[src/rtl/vx_tcu_tfr_mul_pipe.sv]
// Tensor-core multiply front end: per-lane FP16/BF16/TF32 operand decode,
// exponent sum, exception flags and mantissa product in a stallable pipeline.
module vx_tcu_tfr_mul_pipe #(
  parameter int N = 2,
  parameter int TCK = 2 * N,
  parameter int W = 25,
  parameter int WA = 28,
  parameter int EXP_W = 10,
  parameter int LATENCY = 2,
  parameter bit BF16_EN = 1'b1,
  parameter bit TF32_EN = 1'b1,
  parameter int TCU_MAX_INPUTS = 32,
  parameter logic [2:0] TCU_FP16_ID = 3'd1,
  parameter logic [2:0] TCU_BF16_ID = 3'd2,
  parameter logic [2:0] TCU_TF32_ID = 3'd3
) (
  input  logic                      clk,
  input  logic                      reset,
  input  logic                      valid_in,
  output logic                      ready_in,
  input  logic [31:0]               req_id_in,
  input  logic [TCU_MAX_INPUTS-1:0] vld_mask,
  input  logic [2:0]                fmt_f,
  input  logic [N*32-1:0]           a_row,
  input  logic [N*32-1:0]           b_col,
  output logic                      valid_out,
  input  logic                      ready_out,
  output logic [31:0]               req_id_out,
  output logic [TCK*25-1:0]         result_sig,
  output logic [TCK*EXP_W-1:0]      result_exp,
  output logic [TCK-1:0]            exc_nan,
  output logic [TCK-1:0]            exc_inf,
  output logic [TCK-1:0]            exc_sign,
  output logic                      fmt_err
);

  localparam int BIAS_K = 255 + WA - W;
  localparam logic [7:0] BIAS_H = 8'(BIAS_K - 30);
  localparam logic [7:0] BIAS_W = 8'(BIAS_K - 254);

  typedef enum logic [1:0] {F_BAD, F_FP16, F_BF16, F_TF32} fsel_e;

  typedef struct packed {
    logic        s;
    logic [7:0]  e;
    logic [10:0] m;
    logic        z;
    logic        inf;
    logic        nan;
  } op_t;

  typedef struct packed {
    logic                      valid;
    logic [31:0]               id;
    logic                      ferr;
    logic                      bf;
    logic [TCK-1:0][10:0]      ma;
    logic [TCK-1:0][10:0]      mb;
    logic [TCK-1:0][EXP_W-1:0] exp;
    logic [TCK-1:0]            nan;
    logic [TCK-1:0]            inf;
    logic [TCK-1:0]            sgn;
  } dec_t;

  typedef struct packed {
    logic                      valid;
    logic [31:0]               id;
    logic                      ferr;
    logic [TCK-1:0][24:0]      sig;
    logic [TCK-1:0][EXP_W-1:0] exp;
    logic [TCK-1:0]            nan;
    logic [TCK-1:0]            inf;
    logic [TCK-1:0]            sgn;
  } res_t;

  function automatic op_t unpack_op(
    input logic [31:0] w,
    input logic        hi,
    input fsel_e       f
  );
    logic [15:0] h;
    logic [9:0]  fr;
    logic        emax;
    op_t         o;
    h = hi ? w[31:16] : w[15:0];
    o = '0;
    unique case (f)
      F_BF16: begin
        o.s  = h[15];
        o.e  = h[14:7];
        fr   = {3'b0, h[6:0]};
        emax = &h[14:7];
        o.m  = {3'b0, |h[14:7], h[6:0]};
      end
      F_TF32: begin
        o.s  = w[31];
        o.e  = w[30:23];
        fr   = w[9:0];
        emax = &w[30:23];
        o.m  = {|w[30:23], w[9:0]};
      end
      default: begin
        o.s  = h[15];
        o.e  = {3'b0, h[14:10]};
        fr   = h[9:0];
        emax = &h[14:10];
        o.m  = {|h[14:10], h[9:0]};
      end
    endcase
    o.z   = (o.e == 8'd0) && (fr == 10'd0);
    o.inf = emax && (fr == 10'd0);
    o.nan = emax && (fr != 10'd0);
    // subnormals share the exponent of the smallest normal
    if (o.e == 8'd0) o.e = 8'd1;
    return o;
  endfunction

  function automatic res_t mul(input dec_t d);
    res_t        r;
    logic [21:0] p;
    r       = '0;
    r.valid = d.valid;
    r.id    = d.id;
    r.ferr  = d.ferr;
    r.exp   = d.exp;
    r.nan   = d.nan;
    r.inf   = d.inf;
    r.sgn   = d.sgn;
    for (int i = 0; i < TCK; i++) begin
      p = 22'(d.ma[i]) * 22'(d.mb[i]);
      r.sig[i] = d.bf ? {d.sgn[i], p[15:0], 8'b0}
                      : {d.sgn[i], p, 2'b0};
    end
    return r;
  endfunction

  fsel_e fsel;
  dec_t  dec;
  op_t   oa;
  op_t   ob;
  logic  en;
  logic  tf_odd;
  logic  infz;
  logic  advance;
  res_t  out_q;

  always_comb begin
    fsel = F_BAD;
    unique case (1'b1)
      fmt_f == TCU_FP16_ID:            fsel = F_FP16;
      BF16_EN && fmt_f == TCU_BF16_ID: fsel = F_BF16;
      TF32_EN && fmt_f == TCU_TF32_ID: fsel = F_TF32;
      default: ;
    endcase
  end

  always_comb begin
    dec       = '0;
    oa        = '0;
    ob        = '0;
    en        = 1'b0;
    tf_odd    = 1'b0;
    infz      = 1'b0;
    dec.valid = valid_in;
    dec.id    = req_id_in;
    dec.ferr  = (fsel == F_BAD);
    dec.bf    = (fsel == F_BF16);
    for (int i = 0; i < TCK; i++) begin
      oa     = unpack_op(a_row[32*(i/2) +: 32], 1'(i % 2), fsel);
      ob     = unpack_op(b_col[32*(i/2) +: 32], 1'(i % 2), fsel);
      en     = vld_mask[4*i];
      tf_odd = (fsel == F_TF32) && (i % 2 == 1);
      infz   = (oa.inf && ob.z) || (oa.z && ob.inf);
      if (fsel != F_BAD && !tf_odd) begin
        dec.ma[i]  = oa.m;
        dec.mb[i]  = ob.m;
        dec.sgn[i] = oa.s ^ ob.s;
        dec.nan[i] = en && (oa.nan || ob.nan || infz);
        dec.inf[i] = en && (oa.inf || ob.inf) && !infz;
        if (en && !oa.z && !ob.z)
          dec.exp[i] = EXP_W'(fsel == F_FP16 ? BIAS_H : BIAS_W)
                     + EXP_W'(oa.e) + EXP_W'(ob.e);
      end else begin
        dec.nan[i] = (fsel == F_BAD) && en;
      end
    end
  end

  assign advance  = ready_out || !out_q.valid;
  assign ready_in = advance;

  if (LATENCY == 1) begin : g_l1
    always_ff @(posedge clk or posedge reset) begin
      if (reset) out_q <= '0;
      else if (advance) out_q <= mul(dec);
    end
  end else begin : g_ln
    dec_t                    d1_q;
    res_t [LATENCY-2:0]      pipe_q;
    // stage 1 holds decoded operands; the product lands in stage 2
    always_ff @(posedge clk or posedge reset) begin
      if (reset) begin
        d1_q   <= '0;
        pipe_q <= '0;
      end else if (advance) begin
        d1_q      <= dec;
        pipe_q[0] <= mul(d1_q);
        for (int k = 1; k < LATENCY - 1; k++)
          pipe_q[k] <= pipe_q[k-1];
      end
    end
    assign out_q = pipe_q[LATENCY-2];
  end

  assign valid_out  = out_q.valid;
  assign req_id_out = out_q.id;
  assign result_sig = out_q.sig;
  assign result_exp = out_q.exp;
  assign exc_nan    = out_q.nan;
  assign exc_inf    = out_q.inf;
  assign exc_sign   = out_q.sgn;
  assign fmt_err    = out_q.ferr;

endmodule

[config.mk]
export PLATFORM = sky130hd
export DESIGN_NAME = vx_tcu_tfr_mul_pipe
export DESIGN_NICKNAME = d
export VERILOG_FILES = /design/src/rtl/vx_tcu_tfr_mul_pipe.sv
export SDC_FILE = /design/constraint.sdc
export NUM_CORES = 2
export LEC_CHECK = 0
export BUFFER_PORTS_ARGS = -buffer_cell sky130_fd_sc_hd__buf_2
export CORE_MARGIN = 1
export CORE_UTILIZATION = 55
export CTS_CLUSTER_SIZE = 24
export DETAILED_ROUTE_END_ITERATION = 7
export PLACE_DENSITY = 0.86
export SETUP_SLACK_MARGIN = 0.5
export SLEW_MARGIN = 30
export SYNTH_ARGS = -nofsm -noshare
export SYNTH_HDL_FRONTEND = slang
export SYNTH_SLANG_ARGS = --single-unit
export TNS_END_PERCENT = 20
[constraint.sdc]
create_clock -name clk -period 12.9 [get_ports clk]
set_input_delay 2.58 -clock clk [delete_from_list [all_inputs] [get_ports clk]]
set_output_delay 2.58 -clock clk [all_outputs]
set_load 0.005 [all_outputs]
* Yosys cells after proc, flatten, opt, wreduce, memory -nomap -nowiden
Index checks and enable logic that the tools add are counted.
** Word-level totals
- Input bits :: 199
- Output and inout bits :: 187
- Logic and storage cells :: 268
- Register bits after elaboration :: 361
** Cells by class
- Reduce and logical (&&, ||, !) cells :: 147
- Muxes and demuxes :: 66
- Bitwise gates (word level) :: 4
- Add/sub/neg operators :: 8
- Equal/unequal tests :: 6
- Multiply operators :: 4
** Operators by type and width (number)
- one-hot mux 20 bit (2 select lines) :: 4
- one-hot mux 19 bit (2 select lines) :: 4
- 2-to-1 mux 10 bit :: 12
- 2-to-1 mux 24 bit :: 4
- multiplier 11 x 11 -> 22 bit :: 4
- 2-to-1 mux 11 bit :: 8
- logical NOT 10 bit :: 8
- one-hot mux 10 bit (2 select lines) :: 4
- nonzero test 10 bit :: 8
- 2-to-1 mux 8 bit :: 9
- logical NOT 8 bit :: 8
- AND reduction 8 bit :: 8
- OR reduction 8 bit :: 8
- adder 10 x 8 -> 10 bit :: 6
- logical AND 1 bit :: 57
- AND reduction 5 bit :: 8
- OR reduction 5 bit :: 8
- logical OR 1 bit :: 17
- 2-to-1 mux 1 bit :: 16
- logical NOT 1 bit :: 14
- adder 9 x 8 -> 10 bit :: 1
- adder 8 x 8 -> 9 bit :: 1
- one-hot mux 1 bit (2 select lines) :: 4
- equality test 3 x 2 -> 1 bit (second input constant) :: 2
- 8 further kinds :: 12

* Depth between registers and ports, before layout
- Word-level depth :: 11
- Mapped depth :: 27
- Mapped depth without buffers :: 19

* Worst setup path after synthesis
No wires, ideal clock.
- Path type :: input-to-reg
- Start point :: input fmt_f[2]
- End point :: register g_ln.d1_q[41] (netlist bit)
- Data arrival time :: 7.510 ns
- Slack :: 5.268 ns
- Stages :: 26
- Required time :: 12.778 ns
- Library setup time :: 0.122 ns
- Cells stage by stage :: nand2b_1 inv_1 buf_2 buf_1 clkbuf_1 clkbuf_1 buf_1 ha_1 clkbuf_1 clkbuf_1 buf_2 clkbuf_1 nand2_1 a31oi_1 o221ai_1 ha_1 ha_1 inv_1 fa_1 nor2b_1 o21ai_0 a21boi_0 o21a_1 o21ai_0 nand2b_1 a32o_1
** RTL lines
- start: declaration :: line 23 : input logic [2:0] fmt_f,
- end signal: assignment :: line 203 : d1_q <= '0;
- end signal: assignment :: line 206 : d1_q <= dec;
- end: declaration :: line 198 : dec_t d1_q;

==> flow_metrics.tcl <==
set metrics [dict create \
    rsz0062_at_grt "no" \
    syn_inst 3935 \
    path_buf_inv 6 \
    grt_usage 0.3275 \
    layout_common_cells "nand2_1, inv_1, buf_2" \
    ant_nets 0 \
    synth.distinct_cells 68 \
    multi_input_area_mm2 0.02253 \
    cts_setup_buffers 0 \
    tightestPinTransition_ns 0.9862 \
    worstReg2RegStart "g_ln.d1_q[112]$_DFFE_PP0P_" \
    dp.cells 4861 \
    die_y_um 250.3 \
    p_leak_nw 19.87 \
    synthArstFlopShare 1.000 \
    cts_buffer_depth 3 \
    cp_slowest_stage_delay_ns 0.80 \
    synth_seq_cells 349 \
    port_buffers 349 \
    maxSlewViolCount 0 \
    cp_max_fo 79 \
    fin_worst_skew_ns 0.03978 \
    worstPathRequired_ns 13.38 \
    grt_max_degree 195 \
    drive_gt1_frac 0.1141 \
    worstPathArrival_ns 7.89 \
    route.detailed.drc 0 \
    critPathLaunch "fmt_f[2]" \
    wire_per_inst_um 20.59 \
    seq_area_frac_synth 0.2575 \
    core_mm2 0.06070 \
    fin_tns_setup_ns 0 \
    crit_top_cell "buf_4" \
    hp-start "result_exp[25]$_DFFE_PP0P_" \
    regArea_mm2 0.008735 \
    maxCapViolations 0 \
    fmax_mhz 135.0 \
    worst-setup-path-type "in2reg" \
    vias 29760 \
    finalNetCount 4950 \
    nFillCells 4871 \
    synthFlopType "dfrtp_1" \
    avgViaCountPerCell 6.010 \
    clock-root-buffer "clkbuf_16" \
    clk_latency_ns 0.60 \
    initial_core_util 0.5588 \
    critPathLaunchType "input port" \
    synth_area_mm2 0.03392 \
    crit_family "compound AO/OA/AOI/OAI gates" \
    p_per_area_mw_per_mm2 107.8 \
    cts-resized-gates 0 \
    path_clk_slew_ns 0.06 \
    firstDrtPassIters 7 \
    synth_warnings 0 \
    path_cells "buf_2, nand2b_2, buf_4, inv_2, buf_4, ha_2, buf_4, a22oi_1, nor2_1, a2111oi_1, nand2b_1, ha_1, ha_1, inv_1, fa_1, nor2b_1, o21ai_0, a21boi_0, o21a_1, nor2_1, xnor2_1, a22o_1" \
    hold_buffers 0 \
    area_growth_pct 10.64 \
    final_hold_viol_count 0 \
    place_hpwl_um 76900 \
    cts_sinks 349 \
    ir_worst_vdd_mv 0.1469 \
    place.gp.congestion 0.9890 \
    h-tree-depth 2 \
    finalCritPeriodShare 0.5744 \
    pin_count 386 \
    cts_buffers 41 \
    cts_tree "built" \
    grt_pass1_vias 29630 \
    period_minus_slack_ns 7.409 \
    setup-violations-final 0 \
    placementRows 90 \
    min_path_type "reg2reg" \
    synth_edf_count 0 \
    die_x_um 250.3 \
    routed_wirelength_um 101900 \
    antenna_found_initial 31 \
    dieArea_mm2 0.06267 \
    drt_iter0_drc 3123 \
    overflow 0 \
    grt_first_pass_wirelength_um 161000 \
    slew_headroom 0.3425 \
    timing.hold.ws_ns 0.4608 \
    layout.cells.non_filler 4951 \
    cp_slowest_cell "a2111oi_1" \
    final_common_cell "nand2_1" \
    endpoint_kind "flop" \
    status "complete, no violations" \
    avgSynthCellArea_um2 8.620 \
]
cell families (layout without fill, tap and decap cells):
logic type / after synthesis / in the layout / synth area share
adders and majority gates: 628 / 628 / 0.3060
AOI/OAI and AO/OA: 681 / 681 / 0.1342
buffers and inverters: 708 / 920 / 0.08019
xor gates and xnor gates: 77 / 77 / 0.01988
muxes: 22 / 22 / 0.006824
other: 1 / 23 / 0.0001106
DFF: 349 / 349 / 0.2575
and+or+nand+nor: 1469 / 1469 / 0.1952
cell usage after synthesis (all sizes together) (7+ instances only):
master | count | area share
mux2 | 9 | 0.0030
a22oi | 46 | 0.010
a221oi | 18 | 0.0046
xor2 | 26 | 0.0067
fa | 336 | 0.20
ha | 292 | 0.11
nor2b | 14 | 0.0026
a21o | 37 | 0.0082
o31ai | 14 | 0.0031
buf | 34 | 0.0056
a21boi | 7 | 0.0015
o21a | 20 | 0.0044
a32o | 11 | 0.0032
a221o | 8 | 0.0024
nand2b | 21 | 0.0039
or4 | 9 | 0.0021
o22ai | 19 | 0.0035
o211ai | 13 | 0.0029
nand2 | 846 | 0.094
nor2 | 151 | 0.017
o41ai | 13 | 0.0034
a211oi | 15 | 0.0035
xnor2 | 51 | 0.013
o21bai | 13 | 0.0029
inv | 474 | 0.052
a31oi | 24 | 0.0044
mux2i | 13 | 0.0038
dfrtp | 349 | 0.26
o221ai | 12 | 0.0031
nor3 | 52 | 0.0078
a21oi | 111 | 0.016
a2111oi | 9 | 0.0023
nand4 | 12 | 0.0022
and2 | 277 | 0.051
and3 | 21 | 0.0039
a22o | 73 | 0.019
o21ai | 193 | 0.028
clkbuf | 200 | 0.022
nor4 | 16 | 0.0031
nand3 | 38 | 0.0056
power breakdown:
part	switching (mW)	internal, mW	total [mW]	leakage [nW]
sequential	0.205	1.26	1.47	4.56
combinational	0.801	0.519	1.32	14.6
clock	0.518	0.741	1.26	0.713
final timing paths:
kind / to / cells past startpoint / slack, ns
max: g_ln.d1_q[19]$_DFFE_PP0P_ / 22 / 5.49
min: result_exp[25]$_DFFE_PP0P_ / 2 / 0.46
max reg2reg: result_sig[45]$_DFFE_PP0P_ / 17 / 6.99
min reg2reg: result_exp[25]$_DFFE_PP0P_ / 2 / 0.46
max in group asynchronous: g_ln.d1_q[129]$_DFFE_PP0P_ / 4 / 9.32
min in group asynchronous: result_exp[17]$_DFFE_PP0P_ / 2 / 2.06
worst register-to-register path: cells and delay by family, from the launching register on:
family | cells | cell delay [ns]
and+or+nand+nor | 4 | 0.79
muxes | 1 | 0.22
buffers and inverters | 3 | 0.14
DFF | 1 | 0.65
adders and majority gates | 6 | 2.89
AOI/OAI and AO/OA | 3 | 1.07
sequential cells by signal, indices dropped and copies added, names as in the netlist:
name	count
exc_nan	4
result_exp	40
result_sig	89
req_id_out	32
fmt_err	1
valid_out	1
exc_sign	3
g_ln.d1_q	175
exc_inf	4
metal layers:
| layer | track usage | part of all wire | vias to the layer above |
|---|---|---|---|
| met5 | 0 | 0.0020 | - |
| li1 | - | - | 13180 |
| met2 | 0.5148 | 0.45 | 1630 |
| met1 | 0.4155 | 0.38 | 14540 |
| met3 | 0.1054 | 0.12 | 370 |
| met4 | 0.1390 | 0.048 | 32 |
area by class of cell:
| class | instances | share of cell area |
|---|---|---|
| multi-input combinational | 2885 | 0.6004 |
| sequential | 349 | 0.2328 |
| timing repair buffer | 372 | 0.05301 |
| inverter | 474 | 0.04774 |
| tap | 782 | 0.02607 |
| clock inverter | 22 | 0.008469 |
| antenna | 15 | 0.001000 |
| clock buffer | 52 | 0.03057 |
metrics by stage:
stage / cell area, um2 / util / power, mW / worst slack (ns)
2_1_floorplan: 33950 / - / 2.264 / 0.6415
3_3_place_gp: 35980 / 0.5928 / 2.718 / 5.014
3_5_place_dp: 35990 / 0.5930 / 2.768 / 4.923
4_1_cts: 37460 / 0.6172 / 4.029 / 5.502
5_1_grt: 37500 / 0.6179 / 4.265 / 5.245
6_report: 37530 / 0.6183 / 4.045 / 5.491
No activity file was read; power rests on OpenSTA's default activity.
